## src/rtl/dds_sweep_ctrl_if.sv

```systemverilog
// Interface bundling the sweep controller's command, configuration and DDS-side signals.
//   master : config/register side (drives start, abort, cfg_*, observes status)
//   slave  : dds_sweep_ctrl itself (consumes cfg, drives DDS controls and status)
// Signals:
//   start, abort             sweep commands
//   cfg_f_start/stop/step    tuning word start, limit and increment (TW bits)
//   cfg_dwell                cycles per step (CW bits, 0 acts as 1)
//   cfg_mode                 0 single, 1 repeat, 2 ping-pong, 3 single
//   cfg_phase                DDS start phase (PW bits)
//   dds_ce, dds_rst          DDS clock enable and load pulse
//   dds_tuning_word          DDS tuning word
//   dds_start_phase          DDS start phase
//   busy, done, sweep_cnt    status
interface dds_sweep_ctrl_if #(
  parameter int unsigned TW = 10,
  parameter int unsigned PW = 15,
  parameter int unsigned CW = 16
) ();

  logic          start;
  logic          abort;
  logic [TW-1:0] cfg_f_start;
  logic [TW-1:0] cfg_f_stop;
  logic [TW-1:0] cfg_f_step;
  logic [CW-1:0] cfg_dwell;
  logic [1:0]    cfg_mode;
  logic [PW-1:0] cfg_phase;

  logic          dds_ce;
  logic          dds_rst;
  logic [TW-1:0] dds_tuning_word;
  logic [PW-1:0] dds_start_phase;
  logic          busy;
  logic          done;
  logic [15:0]   sweep_cnt;

  modport master (
    output start, abort, cfg_f_start, cfg_f_stop, cfg_f_step, cfg_dwell, cfg_mode, cfg_phase,
    input  dds_ce, dds_rst, dds_tuning_word, dds_start_phase, busy, done, sweep_cnt
  );

  modport slave (
    input  start, abort, cfg_f_start, cfg_f_stop, cfg_f_step, cfg_dwell, cfg_mode, cfg_phase,
    output dds_ce, dds_rst, dds_tuning_word, dds_start_phase, busy, done, sweep_cnt
  );

endinterface

```

## src/rtl/dds_sweep_ctrl.sv

```systemverilog
// Frequency sweep sequencer for a single DDS instance. Produces stepped chirps from a start
// tuning word up to a stop limit with a programmable dwell per step, in single-shot, repeat
// or ping-pong mode. All outputs are registered.
// Ports:
//   clk   system clock
//   rstn  synchronous active-low reset
//   bus   dds_sweep_ctrl_if.slave: commands/config in, DDS controls and status out
module dds_sweep_ctrl #(
  parameter int unsigned TW = 10,
  parameter int unsigned PW = 15,
  parameter int unsigned CW = 16
) (
  input logic             clk,
  input logic             rstn,
  dds_sweep_ctrl_if.slave bus
);

  typedef enum logic [1:0] {StIdle, StLoad, StRun, StDone} state_e;

  localparam logic [1:0] ModeRepeat   = 2'd1;
  localparam logic [1:0] ModePingpong = 2'd2;

  state_e        state_q;
  logic [TW-1:0] tw_q;
  logic [TW-1:0] f_start_q;
  logic [TW-1:0] f_stop_q;
  logic [TW-1:0] f_step_q;
  logic [CW-1:0] dwell_m1_q;
  logic [CW-1:0] dwell_cnt_q;
  logic [1:0]    mode_q;
  logic          dir_down_q;

  logic          ce_q;
  logic          rst_q;
  logic          busy_q;
  logic          done_q;
  logic [PW-1:0] phase_q;
  logic [15:0]   sweep_cnt_q;

  // Step arithmetic is one bit wider so a carry (up) or borrow (down) is visible.
  logic [TW:0]   nxt_up;
  logic [TW:0]   nxt_dn;
  logic          overshoot;
  logic          undershoot;
  logic          dwell_end;
  logic [CW-1:0] cfg_dwell_m1;

  always_comb begin
    nxt_up       = {1'b0, tw_q} + {1'b0, f_step_q};
    nxt_dn       = {1'b0, tw_q} - {1'b0, f_step_q};
    overshoot    = nxt_up > {1'b0, f_stop_q};
    undershoot   = nxt_dn[TW] | (nxt_dn[TW-1:0] < f_start_q);
    dwell_end    = dwell_cnt_q == dwell_m1_q;
    // A dwell of 0 behaves as 1.
    cfg_dwell_m1 = (bus.cfg_dwell == '0) ? '0 : bus.cfg_dwell - CW'(1);
  end

  always_ff @(posedge clk) begin
    if (!rstn) begin
      state_q     <= StIdle;
      tw_q        <= '0;
      f_start_q   <= '0;
      f_stop_q    <= '0;
      f_step_q    <= '0;
      dwell_m1_q  <= '0;
      dwell_cnt_q <= '0;
      mode_q      <= '0;
      dir_down_q  <= 1'b0;
      ce_q        <= 1'b0;
      rst_q       <= 1'b0;
      busy_q      <= 1'b0;
      done_q      <= 1'b0;
      phase_q     <= '0;
      sweep_cnt_q <= '0;
    end else begin
      rst_q  <= 1'b0;
      done_q <= 1'b0;
      case (state_q)
        StIdle: begin
          if (bus.start && !bus.abort) begin
            f_start_q   <= bus.cfg_f_start;
            f_stop_q    <= bus.cfg_f_stop;
            f_step_q    <= bus.cfg_f_step;
            dwell_m1_q  <= cfg_dwell_m1;
            mode_q      <= bus.cfg_mode;
            phase_q     <= bus.cfg_phase;
            tw_q        <= bus.cfg_f_start;
            dir_down_q  <= 1'b0;
            dwell_cnt_q <= '0;
            rst_q       <= 1'b1;
            busy_q      <= 1'b1;
            state_q     <= StLoad;
          end
        end
        StLoad: begin
          if (bus.abort) begin
            busy_q  <= 1'b0;
            state_q <= StIdle;
          end else begin
            ce_q    <= 1'b1;
            state_q <= StRun;
          end
        end
        StRun: begin
          if (bus.abort) begin
            ce_q        <= 1'b0;
            busy_q      <= 1'b0;
            dwell_cnt_q <= '0;
            state_q     <= StIdle;
          end else if (!dwell_end) begin
            dwell_cnt_q <= dwell_cnt_q + CW'(1);
          end else begin
            dwell_cnt_q <= '0;
            if (!dir_down_q) begin
              if (!overshoot) begin
                tw_q <= nxt_up[TW-1:0];
              end else begin
                sweep_cnt_q <= sweep_cnt_q + 16'd1;
                if (mode_q == ModePingpong) begin
                  // Turn around; the top value dwells a second time.
                  dir_down_q <= 1'b1;
                end else if (mode_q == ModeRepeat) begin
                  // No DDS reload, so phase stays continuous across the wrap.
                  tw_q <= f_start_q;
                end else begin
                  ce_q    <= 1'b0;
                  busy_q  <= 1'b0;
                  done_q  <= 1'b1;
                  state_q <= StDone;
                end
              end
            end else begin
              if (!undershoot) begin
                tw_q <= nxt_dn[TW-1:0];
              end else begin
                sweep_cnt_q <= sweep_cnt_q + 16'd1;
                dir_down_q  <= 1'b0;
              end
            end
          end
        end
        StDone: begin
          state_q <= StIdle;
        end
        default: begin
          state_q <= StIdle;
        end
      endcase
    end
  end

  assign bus.dds_ce          = ce_q;
  assign bus.dds_rst         = rst_q;
  assign bus.dds_tuning_word = tw_q;
  assign bus.dds_start_phase = phase_q;
  assign bus.busy            = busy_q;
  assign bus.done            = done_q;
  assign bus.sweep_cnt       = sweep_cnt_q;

endmodule
```

## src/flat_wrapper.sv

```systemverilog
// flat-port wrapper written by rule: the top's interface ports become plain ports
module dds_sweep_ctrl_flat 
#(
  parameter int unsigned TW = 10,
  parameter int unsigned PW = 15,
  parameter int unsigned CW = 16
)
  (clk, rstn, bus_start, bus_abort, bus_cfg_f_start, bus_cfg_f_stop, bus_cfg_f_step, bus_cfg_dwell, bus_cfg_mode, bus_cfg_phase, bus_dds_ce, bus_dds_rst, bus_dds_tuning_word, bus_dds_start_phase, bus_busy, bus_done, bus_sweep_cnt);
  dds_sweep_ctrl_if #(.TW(TW), .PW(PW), .CW(CW)) bus_i ();
  input logic clk;
  input logic rstn;
  input wire logic [$bits(bus_i.start)-1:0] bus_start;
  input wire logic [$bits(bus_i.abort)-1:0] bus_abort;
  input wire logic [$bits(bus_i.cfg_f_start)-1:0] bus_cfg_f_start;
  input wire logic [$bits(bus_i.cfg_f_stop)-1:0] bus_cfg_f_stop;
  input wire logic [$bits(bus_i.cfg_f_step)-1:0] bus_cfg_f_step;
  input wire logic [$bits(bus_i.cfg_dwell)-1:0] bus_cfg_dwell;
  input wire logic [$bits(bus_i.cfg_mode)-1:0] bus_cfg_mode;
  input wire logic [$bits(bus_i.cfg_phase)-1:0] bus_cfg_phase;
  output wire logic [$bits(bus_i.dds_ce)-1:0] bus_dds_ce;
  output wire logic [$bits(bus_i.dds_rst)-1:0] bus_dds_rst;
  output wire logic [$bits(bus_i.dds_tuning_word)-1:0] bus_dds_tuning_word;
  output wire logic [$bits(bus_i.dds_start_phase)-1:0] bus_dds_start_phase;
  output wire logic [$bits(bus_i.busy)-1:0] bus_busy;
  output wire logic [$bits(bus_i.done)-1:0] bus_done;
  output wire logic [$bits(bus_i.sweep_cnt)-1:0] bus_sweep_cnt;
  assign bus_i.start = bus_start;
  assign bus_i.abort = bus_abort;
  assign bus_i.cfg_f_start = bus_cfg_f_start;
  assign bus_i.cfg_f_stop = bus_cfg_f_stop;
  assign bus_i.cfg_f_step = bus_cfg_f_step;
  assign bus_i.cfg_dwell = bus_cfg_dwell;
  assign bus_i.cfg_mode = bus_cfg_mode;
  assign bus_i.cfg_phase = bus_cfg_phase;
  assign bus_dds_ce = bus_i.dds_ce;
  assign bus_dds_rst = bus_i.dds_rst;
  assign bus_dds_tuning_word = bus_i.dds_tuning_word;
  assign bus_dds_start_phase = bus_i.dds_start_phase;
  assign bus_busy = bus_i.busy;
  assign bus_done = bus_i.done;
  assign bus_sweep_cnt = bus_i.sweep_cnt;
  dds_sweep_ctrl #(.TW(TW), .PW(PW), .CW(CW)) u_core (.clk(clk), .rstn(rstn), .bus(bus_i));
endmodule
```

## config.mk

```make
export PLATFORM = sky130hd
export DESIGN_NAME = dds_sweep_ctrl_flat
export DESIGN_NICKNAME = d
export VERILOG_FILES = /design/src/rtl/dds_sweep_ctrl_if.sv /design/src/rtl/dds_sweep_ctrl.sv /design/src/flat_wrapper.sv
export SDC_FILE = /design/constraint.sdc
export NUM_CORES = 1
export LEC_CHECK = 0
export BUFFER_PORTS_ARGS = -buffer_cell sky130_fd_sc_hd__buf_2
export CORE_MARGIN = 2
export CORE_UTILIZATION = 51
export CTS_CLUSTER_DIAMETER = 50
export DETAILED_ROUTE_END_ITERATION = 8
export PLACE_DENSITY = 0.78
export SETUP_SLACK_MARGIN = 0.5
export SYNTH_ARGS = -nofsm -noshare
export SYNTH_HDL_FRONTEND = slang
export SYNTH_SLANG_ARGS = --single-unit
```

## constraint.sdc

```tcl
create_clock -name clk -period 3.5 [get_ports clk]
set_input_delay 0.35 -clock clk [delete_from_list [all_inputs] [get_ports clk]]
set_output_delay 0.35 -clock clk [all_outputs]
set_load 0.02 [all_outputs]
```

After elaboration in Yosys (flattened, before gate mapping)

Cells that the tools add are included.

Memories: 0
Memory bits (writable): 0
Bits in latches: 0
ROM bits: 0
Output and inout bits: 45
Flip-flop bits (word level): 112
Bits of input ports: 67
Logic and storage cells: 113

Multiply operators: 0
Add/sub/neg operators: 5
Reductions and logical operators: 18
Div/mod/pow operators: 0
Equal/unequal tests: 20
Shift-type cells: 0
Multiplexer cells: 47
$lt $le $gt $ge: 2
Bitwise operators: 6

Operators with widths:

| cell                                                                  | number |
|---|---|
| 16-bit two-way mux                                                    | 7 |
| 10-bit two-way mux                                                    | 8 |
| 16-bit by 1-bit adder with 16-bit output (second input constant)      | 2 |
| 16-bit one-hot mux with 2 select lines                                | 1 |
| 10-bit one-hot mux with 2 select lines                                | 1 |
| 1-bit two-way mux                                                     | 18 |
| 16-bit equality test                                                  | 1 |
| 16-bit logical NOT                                                    | 1 |
| 2-bit two-way mux                                                     | 8 |
| 16-bit by 1-bit subtractor with 16-bit output (second input constant) | 1 |
| 7-bit AND reduction                                                   | 2 |
| 3-bit != test (second input constant)                                 | 4 |
| 10-bit by 10-bit adder with 11-bit output                             | 1 |
| 11-bit by 10-bit > comparator with 1-bit output                       | 1 |
| 10-bit by 10-bit subtractor with 11-bit output                        | 1 |
| 10-bit < comparator                                                   | 1 |
| 2-bit != test (second input constant)                                 | 4 |
| 4-bit by 3-bit != test with 1-bit output (second input constant)      | 2 |
| 2-bit one-hot mux with 4 select lines                                 | 1 |
| 8-bit AND reduction                                                   | 1 |
| 7-bit OR reduction                                                    | 1 |
| 2-bit equality test (second input constant)                           | 3 |
| 3-bit by 2-bit != test with 1-bit output (second input constant)      | 2 |
| 2-bit AND reduction                                                   | 3 |
| other kinds (14)                                                      | 23 |

Longest topological paths before layout

Gate-level depths: netlist (run 1).

Depth in word-level cells: 8
Mapped depth: 20
Gate-level depth less buffers: 17

Worst setup path after synthesis (run 1)

No wires, ideal clock.

Path type: reg2reg
Start point: reg u_core.tw_q[4], in the netlist u_core.bus.dds_tuning_word[4]
End point: reg u_core.tw_q[6], in the netlist u_core.bus.dds_tuning_word[6]
Cell stages (with the launch flop): 19
Arrival: 3.839 ns
Setup slack: -0.427 ns
Buffers on the path: 3
Data required time: 3.412 ns
Clock period less this slack: 3.927 ns
Cell sequence: dfxtp_1 -> ha_1 -> clkbuf_1 -> inv_1 -> a22oi_1 -> nand3_1 -> a21oi_1 -> o21bai_1 -> xnor2_1 -> ha_1 -> a21o_1 -> or3_1 -> o41a_1 -> or2_1 -> buf_2 -> a31oi_2 -> buf_4 -> o211ai_1 -> o32ai_2

Longest elaborated chain between the ends: 7

RTL lines:

| item                                            | RTL line              | RTL |
|---|---|---|
| start: declaration                              | dds_sweep_ctrl.sv:24  | `logic [TW-1:0] tw_q;` |
| start signal: assignment                        | dds_sweep_ctrl.sv:87  | `tw_q <= bus.cfg_f_start;` |
| start signal: assignment                        | dds_sweep_ctrl.sv:116 | `tw_q <= nxt_up[TW-1:0];` |
| start signal: assignment                        | dds_sweep_ctrl.sv:124 | `tw_q <= f_start_q;` |
| 10-bit by 10-bit adder with 11-bit output       | dds_sweep_ctrl.sv:49  | `nxt_up = {1'b0, tw_q} + {1'b0, f_step_q};` |
| 11-bit by 10-bit > comparator with 1-bit output | dds_sweep_ctrl.sv:51  | `overshoot = nxt_up > {1'b0, f_stop_q};` |
| 10-bit two-way mux                              | dds_sweep_ctrl.sv:115 | `if (!overshoot) begin` |
| 10-bit two-way mux                              | dds_sweep_ctrl.sv:114 | `if (!dir_down_q) begin` |
| 10-bit two-way mux                              | dds_sweep_ctrl.sv:110 | `end else if (!dwell_end) begin` |
| 10-bit two-way mux                              | dds_sweep_ctrl.sv:105 | `if (bus.abort) begin` |
| 10-bit one-hot mux with 2 select lines          | dds_sweep_ctrl.sv:78  | `case (state_q)` |

Parallel ways exist; a longest one is shown, timed or not. The select of a mux whose other input is x is not followed.
A chain may end at the register's enable or synchronous reset.

Worst setup path after layout (run 1)

Start point: reg u_core.f_step_q[3]
End point: reg u_core.tw_q[5], in the netlist u_core.bus.dds_tuning_word[5]

Longest elaborated chain between the ends: 7

RTL lines:

| item                                            | RTL line              | RTL |
|---|---|---|
| start: declaration                              | dds_sweep_ctrl.sv:27  | `logic [TW-1:0] f_step_q;` |
| start signal: assignment                        | dds_sweep_ctrl.sv:83  | `f_step_q <= bus.cfg_f_step;` |
| 10-bit by 10-bit adder with 11-bit output       | dds_sweep_ctrl.sv:49  |  |
| 11-bit by 10-bit > comparator with 1-bit output | dds_sweep_ctrl.sv:51  |  |
| 10-bit two-way mux                              | dds_sweep_ctrl.sv:115 |  |
| 10-bit two-way mux                              | dds_sweep_ctrl.sv:114 |  |
| 10-bit two-way mux                              | dds_sweep_ctrl.sv:110 |  |
| 10-bit two-way mux                              | dds_sweep_ctrl.sv:105 |  |
| 10-bit one-hot mux with 2 select lines          | dds_sweep_ctrl.sv:78  |  |

Parallel ways exist; a longest one is shown, timed or not. The select of a mux whose other input is x is not followed.

==> metrics.csv, run 1 <==
stage,metric,value,unit
status,status,"complete, but fails checks",
status,violations,setup timing,
power_and_ir_drop,p_seq_frac,0.358,
layout,utilization,0.699,
yosys,ys_types,72,
critical_path,crit_family,compound AO/OA/AOI/OAI gates,
layout,diodes,0,
critical_path,crit_path_cell_trace,"buf_4, ha_1, a22oi_2, nand3_2, a21oi_2, o21bai_2, xnor2_2, ha_1, a21o_1, or3_1, o41a_1, buf_4, nor2_4, mux2_2, o22ai_1, o22ai_1",
power_and_ir_drop,peakVddDrop,341,uV
yosys,ys_seq_area_frac,0.351,
power_and_ir_drop,power,3.88,mW
critical_path,critPathMaxStageDelay,0.36,ns
yosys,synthCells,807,
critical_path,reg2reg_depth,16,
cts,cts_root_buf,clkbuf_16,
layout,final_cell_mix,"nand2_1 (141), buf_2 (111), dfxtp_1 (102)",
run,drv_cap,0,
layout,drive_gt1_frac,0.296,
power_and_ir_drop,switchingPower,1.35,mW
placement,dpl_cell_area,7600,sq um
cts,cts.sinks,112,
yosys,synth_edf_count,0,
layout,final_common_cell,nand2_1,
route,drc,0,
timing,report.final.slew_viol_count,0,
worst_hold_path,worst_hold_startpoint,bus_cfg_f_step[7],
layout,syn_to_final_growth,32.5,%
yosys,synth.avg_cell_area,7.92,sq um
timing,max_slew_margin,0.367,
route,ant_nets,0,
critical_path,worstSetupPathType,reg2reg,
critical_path,r2r_start,u_core.f_step_q[3],
timing,setup_viol,32,
critical_path,critPathLaunchType,register,
grt,grt_pass1_wl,29900,um
critical_path,rrSetupSlack,-0.35,ns
route,drtPass1Iterations,5,
grt,gr-total-overflow,0,
route,drt-total-wl,18700,um
cts,cts_tree,yes,
critical_path,r2r_end,u_core.bus.dds_tuning_word[5],
cts,clk_pin_slew,0.09,ns
timing,whs,0.210,ns
grt,grt_usage,0.282,
route,vias,6488,
yosys,ys_async_sr_fraction,0,
timing,fin_worst_skew,0.0130,ns
timing,rsz0062_at_grt,true,
layout,final_cells,1162,
route,viasPerCell,5.58,
grt,grt_pass1_vias,6106,
floorplanning,fp.dieArea,13400,sq um
floorplanning,row_count,40,
cts,ctsHoldBuffers,0,
layout,post-route-cell-area,8470,sq um
placement,place.gp.congestion,0.914,
power_and_ir_drop,p_clk_frac,0.268,
worst_hold_path,whs_endpoint,u_core.f_step_q[7],
timing,fin_crit,3.85,ns
floorplanning,fp.dieH,116,um
grt,antenna_found_initial,0,
layout,fin_nets,1104,
yosys,yosysWarnings,0,
timing,setup_ws,-0.354,ns
power_and_ir_drop,combinationalPowerShare,0.374,
floorplanning,pin_count,112,
timing,worst_slew_pin_slew,0.949,ns
cts,htreeDepth,3,
yosys,synth_flop_cell,dfxtp_1,
floorplanning,die_x,116,um
timing,hold_violations,0,
critical_path,cp_slowest_cell,o41a_1,
power_and_ir_drop,leakagePower,3.65,nW
worst_hold_path,whs_path_depth,3,
critical_path,worstPathRequired,3.74,ns
timing,setup_tns,-8.24,ns
power_and_ir_drop,p_sw_frac,0.348,
placement,placed_cells,1109,
cts,numCtsBuffers,9,
worst_hold_path,worstHoldPathType,in2reg,
cts,clk-insertion-delay-late,0.36,ns
placement,portBuffers,111,
yosys,syn-num-nets,922,
critical_path,crit_buf_inv,2,
critical_path,cp_data_arrival_time,4.09,ns
yosys,ys_seq_elements,112,
critical_path,critPathMaxFanout,4,
critical_path,critPathLaunch,u_core.f_step_q[3],
yosys,syn_area,6390,sq um
timing,period_share,1.10,
cts,clock_path_buffers,2,
power_and_ir_drop,internal_power,2.53,mW
timing,max_freq,0.259,GHz
floorplanning,start_util,0.528,
placement,hpwlAfterDp,12300,um
route,wl_per_cell,16.1,um
grt,grt_max_degree,50,
route,first_iter_violations,429,
power_and_ir_drop,p_per_area,458,nW/um^2
critical_path,end_kind,register,
placement,place_ws,-0.351,ns
floorplanning,core_area,12100,sq um
## power by group through the flow
stage | combinational [mW] | sequential, mW | clock [mW]
floorplan | 0.720 | 1.44 | 0
global placement | 1.14 | 1.41 | 0
detailed placement | 1.16 | 1.42 | 0
CTS | 1.33 | 1.39 | 1.06
global route | 1.57 | 1.40 | 1.12
finish | 1.45 | 1.39 | 1.04
## cells in the mapped netlist (all sizes together) (6+ instances only)
cell type | instances | share of area
or3 | 11 | 0.011
ha | 46 | 0.090
dfxtp | 112 | 0.35
nor2b | 11 | 0.011
o21ai | 24 | 0.019
xor2 | 45 | 0.062
a22oi | 16 | 0.019
a21oi | 75 | 0.059
nand4 | 15 | 0.017
nor2 | 75 | 0.044
buf | 9 | 0.0074
xnor2 | 17 | 0.023
nor3 | 12 | 0.010
a21o | 6 | 0.0070
nor4 | 10 | 0.0098
nand3 | 14 | 0.011
o21a | 6 | 0.0070
nand2 | 143 | 0.084
inv | 45 | 0.026
o22ai | 6 | 0.0059
o211ai | 7 | 0.0082
clkbuf | 31 | 0.018
## registers in the layout (all words and copies together) (netlist names)
signal	cells
u_core.bus.dds_ce	1
u_core.mode_q	2
u_core.bus.busy	1
u_core.bus.dds_start_phase	15
u_core.dwell_cnt_q	16
u_core.bus.sweep_cnt	16
u_core.f_stop_q	10
u_core.bus.dds_tuning_word	10
u_core.f_start_q	10
u_core.state_q	2
u_core.bus.done	1
u_core.dir_down_q	1
u_core.f_step_q	10
u_core.dwell_m1_q	16
u_core.bus.dds_rst	1
## routing by layer
metal	global-route usage	up-vias	share of wire
li1	-	3152	-
met5	0	-	0
met4	0.113	0	0.027
met3	0.0554	46	0.061
met2	0.485	269	0.49
met1	0.347	3021	0.42
## worst reg2reg max path: cells and delay by family (launching register included)
| family | cells | cell delay (ns) |
|---|---|---|
| AO/OA/AOI/OAI | 7 | 1.37 |
| XOR/XNOR | 1 | 0.22 |
| multiplexers | 1 | 0.36 |
| flip-flops | 1 | 0.33 |
| buffers and inverters | 2 | 0.29 |
| adder cells (fa/ha/maj) | 2 | 0.55 |
| AND/OR/NAND/NOR | 3 | 0.61 |
## what timing repair did
item | CTS | global route
endpoints found under the setup margin | 32 | 32
gates cloned | 3 | 0
setup buffers | 29 | 5
resized for setup | 47 | 18
pin swaps | 42 | 10
hold endpoints to repair | 0 | 0
## logic make-up (layout without fill, tap and decap cells)
kind of cell / count (synthesis) / count (layout) / share of synthesized area
mux: 3 / 3 / 0.00490
compound gates: 183 / 183 / 0.188
fa+ha+maj: 48 / 48 / 0.0963
flops: 112 / 112 / 0.351
buf+inv: 86 / 271 / 0.0527
xor+xnor: 62 / 62 / 0.0850
simple gates: 313 / 315 / 0.223
## worst max path at each step
stage,cells after the start,slack [ns],end
after floorplan,18,-0.12,u_core.bus.dds_tuning_word[6]
after global placement,17,-0.30,u_core.bus.dds_tuning_word[3]
after detailed placement,17,-0.35,u_core.bus.dds_tuning_word[4]
after CTS,17,-0.23,u_core.bus.dds_tuning_word[5]
after global routing,17,-0.49,u_core.bus.dds_tuning_word[5]
final,16,-0.35,u_core.bus.dds_tuning_word[5]
## cell type report
cell class                      instances  area [sq um]
Multi-Input combinational cell        611          4160
Fill cell                             989          3650
Sequential cell                       112          2260
Timing Repair Buffer                  209          1350
Clock buffer                            9           225
Tap cell                              168           210
Inverter                               46           175
Clock inverter                          7          73.8
No activity file was read; power rests on OpenSTA's default activity.
==> inputs of run 2 (changes only) <==
--- a/config.mk
+++ b/config.mk
@@ -5,13 +5,13 @@
 export SDC_FILE = /design/constraint.sdc
 export NUM_CORES = 1
 export LEC_CHECK = 0
+export ABC_AREA = 1
 export BUFFER_PORTS_ARGS = -buffer_cell sky130_fd_sc_hd__buf_2
 export CORE_MARGIN = 2
-export CORE_UTILIZATION = 51
+export CORE_UTILIZATION = 52
 export CTS_CLUSTER_DIAMETER = 50
 export DETAILED_ROUTE_END_ITERATION = 8
 export PLACE_DENSITY = 0.78
-export SETUP_SLACK_MARGIN = 0.5
 export SYNTH_ARGS = -nofsm -noshare
 export SYNTH_HDL_FRONTEND = slang
 export SYNTH_SLANG_ARGS = --single-unit
==> metrics.csv, run 2 <==
stage,metric,value,unit
status,status,"complete, no violations",
layout,diodes,0,
critical_path,critPathLaunch,u_core.f_step_q[1],
yosys,synth_top_area_frac,0.322,
critical_path,critPathMaxFanout,6,
critical_path,reg2reg_depth,23,
run,drv_cap,0,
critical_path,r2r_end,u_core.bus.dds_tuning_word[3],
yosys,ys_async_sr_fraction,0,
floorplanning,start_util,0.530,
route,vias,6816,
timing,max_freq,0.309,GHz
timing,setup_viol,0,
grt,met2_usage,0.405,
yosys,synth_top_area_cell,dfxtp_1,
cts,htreeDepth,3,
layout,syn_to_final_growth,18.1,%
yosys,synth_flop_cell,dfxtp_1,
yosys,synth.avg_cell_area,6.89,sq um
cts,clk_pin_slew,0.07,ns
layout,fin_nets,1236,
grt,grtUsageMet3,0.0589,
route,viasPerCell,5.24,
critical_path,cp-endpoint,u_core.bus.dds_tuning_word[3],
yosys,syn_area,6960,sq um
grt,grt_pass1_wl,28700,um
yosys,ys_seq_area_frac,0.322,
grt,grt_usage,0.247,
timing,hold_violations,0,
route,first_iter_violations,407,
route,ant_nets,0,
cts,cts_root_buf,clkbuf_16,
critical_path,r2r_start,u_core.f_step_q[1],
timing,fin_crit,3.23,ns
layout,nFillCells,1278,
cts,clk-insertion-delay-late,0.36,ns
critical_path,end_kind,register,
grt,busiest_layer,met2,
critical_path,worstPathRequired,3.75,ns
layout,ff_latch_area,2250,sq um
power_and_ir_drop,power,4.23,mW
floorplanning,row_count,42,
timing,max_slew_margin,0.451,
critical_path,critPathLaunchType,register,
floorplanning,fp.dieH,120,um
yosys,synth_edf_count,0,
grt,antenna_found_initial,0,
yosys,synth_common_cells,"nand2_1 (213), a21oi_1 (122), inv_1 (115)",
placement,portBuffers,111,
power_and_ir_drop,p_per_area,514,nW/um^2
timing,period_share,0.924,
route,wl_per_cell,13.6,um
yosys,yosysWarnings,0,
placement,hpwlAfterDp,13300,um
floorplanning,die_x,120,um
power_and_ir_drop,peakVddDrop,338,uV
grt,grt_max_degree,68,
timing,report.final.slew_viol_count,0,
yosys,ys_types,42,
route,drc,0,
layout,final_cells,1301,
critical_path,rrSetupSlack,0.27,ns
timing,worst_slew_pin_slew,0.823,ns
timing,setup_ws,0.266,ns
yosys,yosysMostFrequentCell,nand2_1,
critical_path,cp_data_arrival_time,3.48,ns
yosys,ys_seq_elements,112,
route,drt-total-wl,17700,um
placement,place_ws,0.0461,ns
floorplanning,fp.dieArea,14300,sq um
worst_hold_path,worstHoldPathType,in2reg,
cts,cts_tree,yes,
cts,numCtsBuffers,9,
layout,drive_gt1_frac,0.203,
layout,multi_input_area,4210,sq um
floorplanning,pin_count,112,
grt,gr-total-overflow,0,
critical_path,worstSetupPathType,reg2reg,
yosys,syn-num-nets,1126,
grt,grt_util_met1,0.317,
power_and_ir_drop,leakagePower,3.56,nW
placement,place.gp.congestion,0.976,
cts,ctsHoldBuffers,0,
layout,final_common_cell,nand2_1,
route,drtPass1Iterations,6,
floorplanning,core_area,13100,sq um
worst_hold_path,worst_hold_startpoint,bus_cfg_phase[1],
layout,final_cell_mix,"nand2_1 (210), a21oi_1 (119), inv_1 (114)",
placement,placed_cells,1281,
yosys,synthCells,1011,
timing,fin_worst_skew,0.0107,ns
cts,cts.sinks,112,
yosys,synth.area.top_cells,"dfxtp_1 (32%), nand2_1 (11%), a21oi_1 (8.8%)",
cts,clock_path_buffers,2,
grt,grt_pass1_vias,6238,
run 2: cell count changes in the layout (fill, tap and decap cells not counted), moves of 12 or more:
cell	delta
inv_1	+74
nand2_1	+69
buf_4	-63
a21oi_1	+49
nand3_1	+41
o21ai_0	+25
xor2_1	-21
nand4_1	+17
a22oi_1	-15
nor3_1	+15
inv_2	+12
run 2: logic make-up after synthesis:
family	count (synthesis)	share of synthesized area
AND/OR/NAND/NOR	434	0.284
AO/OA/AOI/OAI	194	0.146
buffers and inverters	176	0.100
flip-flops	112	0.322
adder cells (fa/ha/maj)	48	0.0884
XOR/XNOR	47	0.0591
run 2: area by class of cell:
class	instances	share of cell area
Multi-Input combinational cell	726	0.512
Sequential cell	112	0.273
Clock buffer	11	0.0295
Tap cell	176	0.0268
Inverter	134	0.0612
Timing Repair Buffer	138	0.0932
Clock inverter	4	0.00411
run 2: how the worst min path moves through the flow:
stage	endpoint	cells after the start	slack (ns)
after floorplan	u_core.f_stop_q[1]	2	0.44
after global placement	u_core.bus.busy	2	0.45
after detailed placement	u_core.bus.busy	2	0.45
after CTS	u_core.bus.dds_start_phase[1]	3	0.22
after global routing	u_core.bus.dds_start_phase[6]	3	0.23
final	u_core.bus.dds_start_phase[1]	3	0.22
run 2: stage by stage:
step                      setup TNS [ns]  cell area, sq um  utilization  hold slack [ns]
after detailed placement               0              7740        0.589            0.454
after global placement                 0              7740        0.589            0.447
final                                  0              8220        0.626            0.225
after global routing            -0.00936              8220        0.626            0.228
after CTS                              0              8020        0.610            0.218
after floorplan                        0              6960            -            0.435
run 2: worst max-delay path, stage by stage (launching register included):
cell and delay [ns]:
dfxtp_2 0.37, inv_1 0.10, ha_1 0.32, nor2_1 0.14, nand2_1 0.09, nand3_1 0.11
a21oi_2 0.07, xor2_1 0.33, ha_1 0.31, nand2_1 0.08, inv_1 0.04, a21oi_1 0.13
nand2_1 0.07, nand2_1 0.05, nand2_1 0.05, nand2_1 0.05, nand2_1 0.05, nand2_2 0.10
nand2_2 0.09, buf_4 0.19, nand3_1 0.07, nand3b_1 0.13, a21oi_1 0.15, nor2_1 0.05
run 2: timing repair:
action	4_1_cts	5_1_grt
setup endpoints to repair	0	31
setup buffers	0	2
gates resized for setup	0	37
run 2: report_power, final:
part / total (mW) / internal (mW) / switching, mW / leakage [nW]
clock network: 0.984 / 0.508 / 0.475 / 0.138
logic: 1.81 / 0.691 / 1.12 / 2.50
registers: 1.43 / 1.37 / 0.0684 / 0.915
total: 4.23 / 2.57 / 1.66 / 3.56
run 2: layer usage:
| metal | wire length [um] | up-vias |
|---|---|---|
| li1 | - | 3521 |
| met1 | 7980 | 3024 |
| met2 | 8100 | 238 |
| met3 | 1210 | 33 |
| met4 | 449 | 0 |
| met5 | 0 | - |
